===== config.mk =====
export PLATFORM = sky130hd
export DESIGN_NAME = led_pattern_gen
export DESIGN_NICKNAME = d
export VERILOG_FILES = /design/src/rtl/led_pkg.sv /design/src/rtl/tick_div.sv /design/src/rtl/led_pattern_gen.sv
export SDC_FILE = /design/constraint.sdc
export NUM_CORES = 1
export LEC_CHECK = 0
export CAP_MARGIN = 20
export CORE_ASPECT_RATIO = 0.8
export CORE_MARGIN = 8
export CORE_UTILIZATION = 54
export DETAILED_ROUTE_END_ITERATION = 10
export PLACE_DENSITY = 0.76
export SKIP_CTS_REPAIR_TIMING = 1
export SLEW_MARGIN = 30
export SYNTH_ARGS = -nofsm -noshare
export SYNTH_HDL_FRONTEND = slang
export SYNTH_SLANG_ARGS = --single-unit

===== constraint.sdc =====
create_clock -name CLOCK_50 -period 2 [get_ports CLOCK_50]
set_input_delay 0.4 -clock CLOCK_50 [delete_from_list [all_inputs] [get_ports CLOCK_50]]
set_output_delay 0.4 -clock CLOCK_50 [all_outputs]
set_load 0.02 [all_outputs]

===== src/rtl/led_pkg.sv =====
// led_pkg: shared constants for the LED pattern generator.
//   mode_e     - pattern select encodings (MODE_BLINK/CHASE/BOUNCE/COUNT)
//   dir_e      - bounce travel direction
//   PRESCALE_W - prescaler counter width, wide enough for any legal DIV
package led_pkg;

    typedef enum logic [1:0] {
        MODE_BLINK  = 2'b00,
        MODE_CHASE  = 2'b01,
        MODE_BOUNCE = 2'b10,
        MODE_COUNT  = 2'b11
    } mode_e;

    typedef enum logic {
        DIR_LEFT  = 1'b0,
        DIR_RIGHT = 1'b1
    } dir_e;

    localparam int unsigned PRESCALE_W = 32;

endpackage


===== src/rtl/tick_div.sv =====
// tick_div: step prescaler. Counts 0..DIV-1 while EN is high and flags the
// wrapping edge on TICK; holds while EN is low; CLR restarts it from zero.
//   CLOCK_50 - system clock (rising edge)
//   RESET    - asynchronous active-high reset
//   EN       - count enable
//   CLR      - synchronous clear, overrides EN and suppresses TICK
//   TICK     - high during the cycle whose rising edge wraps the counter
module tick_div
    import led_pkg::*;
#(
    parameter int unsigned DIV = 25000000
) (
    input  logic CLOCK_50,
    input  logic RESET,
    input  logic EN,
    input  logic CLR,
    output logic TICK
);

    localparam logic [PRESCALE_W-1:0] LAST = PRESCALE_W'(DIV - 1);

    logic [PRESCALE_W-1:0] count;

    // Combinational so the pattern register can step on the wrapping edge itself.
    assign TICK = EN && !CLR && (count == LAST);

    always_ff @(posedge CLOCK_50 or posedge RESET) begin
        if (RESET) begin
            count <= '0;
        end else if (CLR) begin
            count <= '0;
        end else if (EN) begin
            if (count == LAST) begin
                count <= '0;
            end else begin
                count <= count + PRESCALE_W'(1);
            end
        end
    end

endmodule


===== src/rtl/led_pattern_gen.sv =====
// led_pattern_gen: steps an LED pattern (blink, chase, bounce, count) once
// every DIV enabled clock cycles.
//   CLOCK_50 - system clock (rising edge)
//   RESET    - asynchronous active-high reset
//   EN       - step enable; low freezes prescaler and pattern
//   MODE     - pattern select (led_pkg::mode_e encoding)
//   LEDG     - registered LED pattern, WIDTH bits
//   STEP     - registered one-cycle pulse marking a stepped LEDG value
module led_pattern_gen
    import led_pkg::*;
#(
    parameter int unsigned WIDTH = 8,
    parameter int unsigned DIV   = 25000000
) (
    input  logic             CLOCK_50,
    input  logic             RESET,
    input  logic             EN,
    input  logic [1:0]       MODE,
    output logic [WIDTH-1:0] LEDG,
    output logic             STEP
);

    mode_e            mode_q;
    dir_e             dir_q;
    logic             mode_change_c;
    logic             tick_c;
    logic [WIDTH-1:0] next_ledg_c;
    dir_e             next_dir_c;

    // A pending mode change clears the prescaler and swallows a coincident tick.
    assign mode_change_c = (mode_e'(MODE) != mode_q);

    tick_div #(
        .DIV(DIV)
    ) u_tick_div (
        .CLOCK_50(CLOCK_50),
        .RESET   (RESET),
        .EN      (EN),
        .CLR     (mode_change_c),
        .TICK    (tick_c)
    );

    // Pattern loaded when a mode is entered.
    function automatic logic [WIDTH-1:0] init_pattern(input mode_e m);
        case (m)
            MODE_CHASE, MODE_BOUNCE: init_pattern = WIDTH'(1);
            default:                 init_pattern = '0;
        endcase
    endfunction

    // Next pattern and bounce direction for one step of the active mode.
    always_comb begin
        next_ledg_c = LEDG;
        next_dir_c  = dir_q;
        case (mode_q)
            MODE_BLINK: next_ledg_c = ~LEDG;
            MODE_CHASE: next_ledg_c = {LEDG[WIDTH-2:0], LEDG[WIDTH-1]};
            MODE_BOUNCE: begin
                // Flip on arrival at an end so the end position is not repeated.
                if (dir_q == DIR_LEFT) begin
                    next_ledg_c = LEDG << 1;
                    if (next_ledg_c[WIDTH-1]) begin
                        next_dir_c = DIR_RIGHT;
                    end
                end else begin
                    next_ledg_c = LEDG >> 1;
                    if (next_ledg_c[0]) begin
                        next_dir_c = DIR_LEFT;
                    end
                end
            end
            MODE_COUNT: next_ledg_c = LEDG + WIDTH'(1);
            default:    next_ledg_c = LEDG;
        endcase
    end

    // Mode register, pattern, direction and step pulse.
    always_ff @(posedge CLOCK_50 or posedge RESET) begin
        if (RESET) begin
            mode_q <= MODE_BLINK;
            dir_q  <= DIR_LEFT;
            LEDG   <= '0;
            STEP   <= 1'b0;
        end else if (mode_change_c) begin
            mode_q <= mode_e'(MODE);
            dir_q  <= DIR_LEFT;
            LEDG   <= init_pattern(mode_e'(MODE));
            STEP   <= 1'b0;
        end else if (tick_c) begin
            dir_q  <= next_dir_c;
            LEDG   <= next_ledg_c;
            STEP   <= 1'b1;
        end else begin
            STEP   <= 1'b0;
        end
    end

endmodule


Yosys cells after proc, flatten, opt, wreduce, memory -nomap -nowiden. Cells that the tools add are included.

Register bits: 44. Input bits: 5. Logic and storage cells: 40. Output and inout port bits: 9.

Reductions and logical operators: 9. Multiplexer cells: 16. Add/sub/neg operators: 2. Equal/unequal tests: 7. Bitwise logic cells: 1.

Operators by type and width (count): 32-bit 2-to-1 mux (3); 32-bit by 1-bit adder with 32-bit output (second input constant) (1); 32-bit by 25-bit equality test with 1-bit output (second input constant) (1); 8-bit case mux with 4 select lines (1); 8-bit 2-to-1 mux (3); 1-bit 2-to-1 mux (9); 8-bit by 1-bit adder with 8-bit output (second input constant) (1); 8-bit NOT (1); 2-bit equality test (second input constant) (3); 2-bit nonzero test (3); 2-bit by 1-bit equality test with 1-bit output (second input constant) (2); 1-bit logical AND (2); 2-bit logical NOT (1); 2-bit inequality test (1); 2-bit AND reduction (1); 2-bit OR reduction (1); 1-bit logical NOT (1).

Longest topological paths before layout. Gate-level depths: netlist of the first run.

Depth in word-level cells: 6. Mapped depth: 8.

Cells and area by module. From an unflattened synthesis of the first run, not the netlist that was laid out.

Cell total of the unflattened synthesis: 347. Area, all modules: 2994.1 um2.

Modules (own cells, without submodules): tick_div (area each 2034.5 um2, cells an instance 241, times used 1); led_pattern_gen (area each 959.7 um2, cells an instance 106, times used 1).

Worst setup path before layout of the first run. No wires, ideal clock.

Path type: flip-flop to flip-flop. Start point: register u_tick_div.count[2]. End point: register dir_q. Arrival: 2.032 ns. Path slack: -0.110 ns. Required time: 1.922 ns. Stages on the path, launching flop included: 8. Buffers on the path: 1. Path through: dfrtp_1 -> and3_1 -> buf_6 -> and3_4 -> nand2_2 -> or4_4 -> or4_1 -> a21oi_1.

Longest elaborated chain between the ends: 4.

RTL lines: start: declaration (RTL line tick_div.sv:22) `logic [PRESCALE_W-1:0] count;`; start signal: assignment (RTL line tick_div.sv:36) `count <= count + PRESCALE_W'(1);`; 32-bit by 25-bit equality test with 1-bit output (RTL line tick_div.sv:25) `assign TICK = EN && !CLR && (count == LAST);`; 1-bit logical AND (RTL line tick_div.sv:25); 2-bit nonzero test (no source line); 2-bit AND reduction (no source line); end signal: assignment (RTL line led_pattern_gen.sv:90) `dir_q <= next_dir_c;`; end: declaration (RTL line led_pattern_gen.sv:24) `dir_e dir_q;`.

No other way between the ends. A chain may end at the register's enable or synchronous reset.

Worst setup path after layout of the first run.
Start point: register u_tick_div.count[25]. End point: register dir_q.

Same word-level chain as after synthesis.

==> summary.md, run 1 <==
| Metric | Value |
|---|---|
| Static leakage | 1.57 nW |
| Post-synth top area cell | dfrtp_1 |
| Starting Density | 55.5% |
| WP data required | 2230 ps |
| Primary FF master, synth | dfrtp_1 |
| Number of global-route vias before repair | 2,604 |
| Setup crit start kind | flip-flop |
| Worst hold path type | input pin to asynchronous set/reset pin |
| Placed cell area | 3370 µm² |
| Post-layout min period | 2110 ps |
| Critical path capture point type | flip-flop |
| Layout cells sized above 1 | 27.8% |
| Syn Area/Cell | 8.29 µm² |
| Worst-margin pin slew | 432 ps |
| Initial antenna violation count | 0 |
| Global Route Usage Sum | 21.2% |
| CP max stage delay | 570 ps |
| Violated checks | negative setup slack |
| CORE AREA | 4980 µm² |
| WL/cell | 18.0 µm |
| Synth top area cells | dfrtp_1, nand2_1, o21ai_0 |
| Max Cap Viol | 0 |
| Max stage delay cell, worst path | or4_4 |
| Fin crit share | 105% |
| Post-synth EDFFs | 0 |
| Max FO, Critical Path | 2 |
| # rows | 23 |
| Sequential fraction of the synthesis area | 39.9% |
| Die Area | 7670 µm² |
| # nets final | 402 |
| Vias per inst | 6.41 |
| Fmax | 475 MHz |
| Placer Congestion | 0.885 |
| Router iterations before antenna repair | 5 |
| Clock skew | 9.04 ps |
| Clk_lat worst skew | 300 ps |
| Final Hold Slack | 448 ps |
| CP cell instances | nor4_4, nand2_1, or4_4, or4_4, a21oi_1 |
| Fill cell count | 353 |
| CP Depth | 5 |
| Run status | complete, but fails checks |
| Yosys warning count | 0 |
| Syn Std Cell Area | 2760 µm² |
| Clock tree sinks | 44 |
| # setup viols final | 1 |
| # diodes | 0 |
| Hpwl dp | 5620 µm |
| Max-slew headroom | 71.0% |
| Total CTS buffers | 5 |
| Clock root buffer | clkbuf_8 |
| DRT Wirelength | 8250 µm |
| R2R depth | 5 |
| Clock Tree Buf Depth | 2 |
| Total power | 1.94 mW |
| Most used cell, CP | or4_4 |
| DRT antenna net count | 0 |
| H-tree Lvls | 2 |
| Post-route cell area | 3690 µm² |
| RSZ-0062 raised after global routing | yes |
| VDD IR-drop max | 521 µV |
| CTS tree | built |
| Mapped Cells | 333 |
| WS Path Type | flip-flop to flip-flop |
| First-pass GRT wire length | 12,900 µm |
| Die X | 96.0 µm |
| Async SR Flop Fraction | 100% |
| Cell Pwr Density | 526 nW/µm² |
| Post-route setup slack | -106 ps |
| Port bufs | 13 |
| Syn_nets | 340 |
| Syn-to-layout area delta | 33.7% |
| DR vias | 2,938 |
| Netlist cell types | 48 |
| Most frequent cell after synthesis | dfrtp_1 |
| Ports | 14 |
| Largest net degree at the start of global routing | 45 |
| CP Buf/Inv Count | 0 |
| Clk pin slew, worst setup/hold paths | 90 ps |
| Synth cell count leaders | dfrtp_1, nand2_1, o21ai_0 |
| DRC viols | 0 |
| Global route total overflow | 0 |
| Yosys top cell area share | 39.9% |
| Chip height | 80.0 µm |
| #FFs+latches synth | 44 |
| Endpoints failing hold | 0 |
| Arrival time worst endpoint | 2340 ps |
| First DRT Iteration DRCs | 452 |
| Max-slew violations | 0 |
| CP top delay family | simple AND/OR/NAND/NOR gates |
[per-layer routing]
layer	vias to the layer above	part of all wire (%)	track usage [%]
met2	151	45	30.4
met3	18	8.7	3.57
met4	0	1.7	4.90
met5	-	0	0
met1	1417	44	32.1
li1	1352	-	-
[cell usage in the layout (no fill, tap or decap), types with 10 or more instances in the layout]
cell and instances:
a31oi_1 14, a21oi_1 24, nand4_1 15, o21ai_0 21, dfrtp_1 43, buf_4 59
nand3_1 22, nand2_1 35, nor2_1 16, inv_1 12, or3_1 10, clkdlybuf4s50_1 13
[layout make-up]
cell class,instances,area (µm²),share of cell area (%)
Inverter,13,48.8,1.32
Clock buffer,7,96.3,2.61
Tap cell,62,77.6,2.10
Sequential cell,44,1100,29.9
Timing Repair Buffer,79,661,17.9
Clock inverter,1,30.0,0.813
Multi-Input combinational cell,252,1680,45.4
[sequential cells by signal, indices dropped and copies added, names as in the netlist]
register / count
dir_q: 1
LEDG: 8
mode_q: 2
STEP: 1
u_tick_div.count: 32
[worst min-delay path, cell delays in order]
cell	delay, ps
clkdlybuf4s50_1	410
inv_2	70
buf_12	250
[cell families (layout without fill, tap and decap cells)]
group / after synthesis / after routing / synth area share (%)
buffers and inverters: 37 / 100 / 5.44
AO/OA/AOI/OAI: 88 / 88 / 18.7
flip-flops: 44 / 44 / 39.9
XOR/XNOR: 6 / 6 / 1.90
AND/OR/NAND/NOR: 144 / 144 / 27.9
adder cells (fa/ha/maj): 2 / 2 / 0.906
multiplexers: 12 / 12 / 5.30
[per-stage QoR]
stage               cells  utilization (%)  worst slack (ps)  TNS [ps]
CTS                   453             70.3              -162      -903
global placement      445             67.7              -133     -2090
global route          458             74.2              -184     -1030
floorplan             333                -              1.81         0
finish                458             74.2              -106      -106
detailed placement    445             67.7              -253     -4510
[power by group]
group	leakage [nW]	switching, mW	internal [mW]	total [mW]
logic	0.903	0.150	0.119	0.269
registers	0.606	0.0178	0.900	0.918
clock network	0.0645	0.316	0.441	0.757
[worst paths after layout]
| kind | from | end | slack (ps) |
|---|---|---|---|
| max | u_tick_div.count[25]$_DFFE_PP0P_ | dir_q$_DFFE_PP0P_ | -110 |
| min | RESET | u_tick_div.count[6]$_DFFE_PP0P_ | 450 |
| max reg2reg | u_tick_div.count[25]$_DFFE_PP0P_ | dir_q$_DFFE_PP0P_ | -110 |
| min reg2reg | u_tick_div.count[31]$_DFFE_PP0P_ | u_tick_div.count[31]$_DFFE_PP0P_ | 510 |
| max in group asynchronous | RESET | u_tick_div.count[10]$_DFFE_PP0P_ | 1330 |
| min in group CLOCK_50 | u_tick_div.count[31]$_DFFE_PP0P_ | u_tick_div.count[31]$_DFFE_PP0P_ | 510 |
Power figures use the tool's default switching activity.
==> run 2: changes to the inputs <==
--- a/config.mk
+++ b/config.mk
@@ -6,10 +6,11 @@
 export NUM_CORES = 1
 export LEC_CHECK = 0
 export CAP_MARGIN = 20
-export CORE_ASPECT_RATIO = 0.8
+export CORE_ASPECT_RATIO = 0.6
 export CORE_MARGIN = 8
 export CORE_UTILIZATION = 54
 export DETAILED_ROUTE_END_ITERATION = 10
+export GPL_TIMING_DRIVEN = 0
 export PLACE_DENSITY = 0.76
 export SKIP_CTS_REPAIR_TIMING = 1
 export SLEW_MARGIN = 30
==> run 2 against run 1 <==
  * The flow still finishes with violations (negative setup slack)
  * Via count decreased by 0.44%
  * Routed wire length grew 4.7%
  * Non-clock buffer count shrank 14
  * Flip-flop and latch count did not move
  * Sequential share of layout area up 1.1 points
  * Clock skew increased by 1.3 ps
  * Clock power down 23%
  * Register-to-register slack is essentially flat
  * Fmax increased by 0.40%
  * Final cell count is 2.0% lower
  * Cell area fell by 2.1%
  * Core utilization fell by 2.0 points
==> summary.md, run 2 (synthesis results as in run 1) <==
| Metric | Value |
|---|---|
| Run status | complete, but fails checks |
| Violated checks | negative setup slack |
| Port bufs | 13 |
| Inst Count DP | 413 |
| Clock root buffer | clkbuf_8 |
| WP data required | 2230 ps |
| First DRT Iteration DRCs | 286 |
| Fmax | 477 MHz |
| Die Area | 7730 µm² |
| Max reg flops | 32 |
| Endpoints failing hold | 0 |
| Footprint of the multi-input gates | 1740 µm² |
| DRC viols | 0 |
| CORE AREA | 5000 µm² |
| # rows | 20 |
| Largest net degree at the start of global routing | 27 |
| Post-layout min period | 2100 ps |
| Clock tree sinks | 44 |
| Vias per inst | 6.51 |
| Syn-to-layout area delta | 30.9% |
| Worst reg2reg setup slack | -100 ps |
| DRT antenna net count | 0 |
| Max-slew violations | 0 |
| Number of global-route vias before repair | 2,444 |
| Max FO, Critical Path | 6 |
| RSZ-0062 raised after global routing | yes |
| # setup viols final | 12 |
| Clk pin slew, worst setup/hold paths | 80 ps |
| Static leakage | 1.45 nW |
| # nets final | 389 |
| Critical path capture point type | flip-flop |
| Top Registers | u_tick_div.count x32, LEDG x8, mode_q x2 |
| Die X | 108 µm |
| Most used cell, CP | or4_4 |
| H-tree Lvls | 2 |
| # diodes | 0 |
| Total CTS buffers | 5 |
| Clock Tree Buf Depth | 2 |
| Starting Density | 55.2% |
| Worst hold path type | input pin to flip-flop |
| Commonest non-fill, non-tap cell in the layout | nand2_1 |
| Worst-margin pin slew | 614 ps |
| Router iterations before antenna repair | 5 |
| DRT Wirelength | 8640 µm |
| CTS tree | built |
| Setup crit start kind | flip-flop |
| Max stage delay cell, worst path | or4_4 |
| VDD IR-drop max | 364 µV |
| Fill cell count | 361 |
| WL/cell | 19.2 µm |
| First-pass GRT wire length | 12,300 µm |
| Clk_lat worst skew | 300 ps |
| Most flops, register | u_tick_div.count |
| Chip height | 71.4 µm |
| Clock skew | 10.4 ps |
| Initial antenna violation count | 0 |
| Ports | 14 |
| CP cell instances | nor4_4, nand2_2, or4_4, or4_4, a21oi_2 |
| Most frequent cells in the layout | nand2_1, buf_4, dfrtp_1 |
| Placer Congestion | 0.911 |
| Finished Layout Cells | 449 |
| Max Cap Viol | 0 |
| Post-route setup slack | -97.7 ps |
| DR vias | 2,925 |
| Global Route Usage Sum | 20.0% |
| Global route total overflow | 0 |
| Total power | 1.78 mW |
| Fin crit share | 105% |
| Register Area | 1120 µm² |
| Cell Pwr Density | 491 nW/µm² |
| Hpwl dp | 5500 µm |
| CP max stage delay | 580 ps |
| Max-slew headroom | 59.1% |
| Arrival time worst endpoint | 2320 ps |
| Layout cells sized above 1 | 28.2% |
| WS Path Type | flip-flop to flip-flop |
==> run 2: metrics by stage <==
step | worst slack, ps | TNS (ps) | hold WS (ps) | util (%) | area [µm²]
after floorplan | 1.81 | 0 | 445 | - | 2800
after global placement | -793 | -38630 | 463 | 60.1 | 3010
after detailed placement | -804 | -22960 | 473 | 60.5 | 3030
after CTS | -615 | -16560 | 434 | 62.3 | 3120
after global routing | -146 | -1580 | 412 | 72.2 | 3610
final | -97.7 | -571 | 404 | 72.2 | 3610
==> run 2: layout make-up <==
type	count	area share [%]
repair buffers	45	11.3
well taps	66	2.29
multi-input cells	253	48.1
plain buffers	20	3.53
flip-flops and latches	44	31.0
inverters	13	1.35
clock buffers	8	2.49
==> run 2: layer usage <==
layer  global-route usage (%)  share of wire (%)  wire length (µm)
met1                     30.9                 47              4080
met2                     26.1                 41              3540
met3                     4.83                 10               901
met4                     5.43                1.4               122
met5                        0                  0                 0
==> run 2: worst paths after layout <==
kind,cells after the start,startpoint,to
worst min-delay path,2,MODE[0],mode_q[0]$_DFFE_PP0N_
min in group asynchronous,2,RESET,u_tick_div.count[13]$_DFFE_PP0P_
worst max-delay path,5,u_tick_div.count[27]$_DFFE_PP0P_,dir_q$_DFFE_PP0P_
worst min register to register,1,u_tick_div.count[31]$_DFFE_PP0P_,u_tick_div.count[31]$_DFFE_PP0P_
max in group asynchronous,3,RESET,mode_q[1]$_DFFE_PP0N_
worst max register to register,5,u_tick_div.count[27]$_DFFE_PP0P_,dir_q$_DFFE_PP0P_
==> run 2: critical path, delay by kind of cell (launching register included) <==
kind / cells / cell delay [ps]
flip-flops: 1 / 480
AO/OA/AOI/OAI: 1 / 140
AND/OR/NAND/NOR: 4 / 1410
==> run 2: report_power, final <==
group	internal, mW	switching (mW)	leakage, nW
Combinational	0.112	0.155	0.815
Clock	0.282	0.299	0.0455
Sequential	0.901	0.0265	0.585
Total	1.30	0.481	1.45
==> run 3: changes to the inputs <==
==> constraint.sdc (replaced) <==
create_clock -name CLOCK_50 -period 2 [get_ports CLOCK_50]
set_input_delay 0.4 -clock CLOCK_50 [delete_from_list [all_inputs] [get_ports CLOCK_50]]
set_output_delay 0.4 -clock CLOCK_50 [all_outputs]
set_load 0.05 [all_outputs]
==> run 3 against run 2 <==
  * The flow still finishes with violations (negative setup slack)
  * Via count up 0.65%
  * Final cell count unchanged
  * Clock power about the same
  * Register-to-register slack about the same
  * Routed wire length up 0.13%
  * Core utilization up 0.15 points
  * Clock skew down 1.5 ps
  * Die area unchanged
  * Worst hold slack about the same
  * Count of clock-buffer cells in the layout unchanged
  * Largest power group unchanged
  * Highest routed layer unchanged
==> summary.md, run 3 (synthesis results as in run 1) <==
| Metric | Value |
|---|---|
| Port bufs | 13 |
| Syn-to-layout area delta | 31.1% |
| Layout cells sized above 1 | 28.2% |
| First DRT Iteration DRCs | 272 |
| Starting Density | 55.2% |
| CTS tree | built |
| Top Registers | u_tick_div.count x32, LEDG x8, mode_q x2 |
| Violated checks | negative setup slack |
| # nets final | 389 |
| First-pass GRT wire length | 12,300 µm |
| Vias per inst | 6.56 |
| Post-route setup slack | -99.7 ps |
| Clk pin slew, worst setup/hold paths | 80 ps |
| Fmax | 476 MHz |
| # rows | 20 |
| Chip height | 71.4 µm |
| Static leakage | 1.49 nW |
| Max reg flops | 32 |
| Placer Congestion | 0.911 |
| Setup crit start kind | flip-flop |
| Final core occ | 72.4% |
| Clock root buffer | clkbuf_8 |
| Global route total overflow | 0 |
| CORE AREA | 5000 µm² |
| Most flops, register | u_tick_div.count |
| Max Cap Viol | 0 |
| Clock tree sinks | 44 |
| Global Route Usage Sum | 20.0% |
| Inst Count DP | 413 |
| Cell Pwr Density | 493 nW/µm² |
| WS Path Type | flip-flop to flip-flop |
| Grt met3 use | 4.83% |
| Ports | 14 |
| DRT antenna net count | 0 |
| Commonest non-fill, non-tap cell in the layout | nand2_1 |
| CP max stage delay | 580 ps |
| Clk_lat worst skew | 300 ps |
| Placed cell area | 3030 µm² |
| Max-slew headroom | 59.1% |
| Post-route cell area | 3620 µm² |
| Endpoints failing hold | 0 |
| Finished Layout Cells | 449 |
| CP cell instances | nor4_4, nand2_2, or4_4, or4_4, a21oi_2 |
| H-tree Lvls | 2 |
| # diodes | 0 |
| Critical path capture point type | flip-flop |
| Max stage delay cell, worst path | or4_4 |
| Initial antenna violation count | 0 |
| Die Area | 7730 µm² |
| Met1 Track Usage GR | 30.9% |
| WL/cell | 19.3 µm |
| DRC viols | 0 |
| Total Negative Setup Slacks | -617 ps |
| VDD IR-drop max | 362 µV |
| Most used routing layer | met1 |
| Max FO, Critical Path | 5 |
| Hpwl dp | 5500 µm |
| Largest net degree at the start of global routing | 27 |
| Total CTS buffers | 5 |
| Clock skew | 8.86 ps |
| Die X | 108 µm |
| Most frequent cells in the layout | nand2_1, buf_4, dfrtp_1 |
| Fin crit share | 105% |
| # setup viols final | 12 |
| DR vias | 2,944 |
| Router iterations before antenna repair | 5 |
| RSZ-0062 raised after global routing | yes |
| Arrival time worst endpoint | 2330 ps |
| DRT Wirelength | 8650 µm |
| Post-layout min period | 2100 ps |
| Most used cell, CP | or4_4 |
| Fill cell count | 359 |
| Worst hold path type | input pin to flip-flop |
| Max-slew violations | 0 |
| WP data required | 2230 ps |
| Run status | complete, but fails checks |
| Met2 Usage GRT | 26.1% |
| Clock Tree Buf Depth | 2 |
| Total power | 1.78 mW |
| Worst-margin pin slew | 614 ps |
| Number of global-route vias before repair | 2,444 |
[run 3: cell types whose count changed in the layout (fill, tap and decap cells not counted), sizes merged]
cell,previous run,this run
clkdlybuf4s50,12,9
dlymetal6s2s,1,4
[run 3: worst paths after layout]
check | cells after the start | start | slack, ps | endpoint
setup / recovery | 5 | u_tick_div.count[25]$_DFFE_PP0P_ | -100 | dir_q$_DFFE_PP0P_
hold / removal | 2 | MODE[0] | 400 | mode_q[0]$_DFFE_PP0N_
setup reg to reg | 5 | u_tick_div.count[25]$_DFFE_PP0P_ | -100 | dir_q$_DFFE_PP0P_
hold reg to reg | 1 | u_tick_div.count[31]$_DFFE_PP0P_ | 510 | u_tick_div.count[31]$_DFFE_PP0P_
max in group asynchronous | 3 | RESET | 1080 | mode_q[1]$_DFFE_PP0N_
min in group asynchronous | 2 | RESET | 420 | u_tick_div.count[13]$_DFFE_PP0P_
[run 3: through the flow]
stage | hold slack [ps] | worst slack (ps)
floorplan | 445 | 1.81
global placement | 463 | -793
detailed placement | 473 | -804
CTS | 434 | -615
global route | 412 | -146
finish | 404 | -99.7
[run 3: layout make-up]
| class | count | area, µm² | share of cell area, % |
|---|---|---|---|
| flip-flops and latches | 44 | 1120 | 30.9 |
| inverters | 13 | 48.8 | 1.35 |
| plain buffers | 20 | 128 | 3.52 |
| repair buffers | 45 | 414 | 11.4 |
| clock buffers | 8 | 90.1 | 2.49 |
| well taps | 66 | 82.6 | 2.28 |
| multi-input cells | 253 | 1740 | 48.0 |
[run 3: per-layer routing]
| layer | wire length [µm] | up-vias | share of wire (%) |
|---|---|---|---|
| met5 | 0 | - | 0 |
| li1 | - | 1328 | - |
| met1 | 4020 | 1419 | 46 |
| met3 | 932 | 17 | 11 |
| met4 | 104 | 0 | 1.2 |
| met2 | 3600 | 180 | 42 |
[run 3: worst max-delay path, delay by kind of cell, from the launching register on]
kind             cells  cell delay (ps)
AO/OA/AOI/OAI        1              140
AND/OR/NAND/NOR      4             1450
flip-flops           1              450
[run 3: power by group]
| part | internal (mW) | switching, mW | total [mW] |
|---|---|---|---|
| logic | 0.112 | 0.164 | 0.276 |
| registers | 0.901 | 0.0262 | 0.927 |
| clock network | 0.282 | 0.298 | 0.581 |
| total | 1.29 | 0.489 | 1.78 |
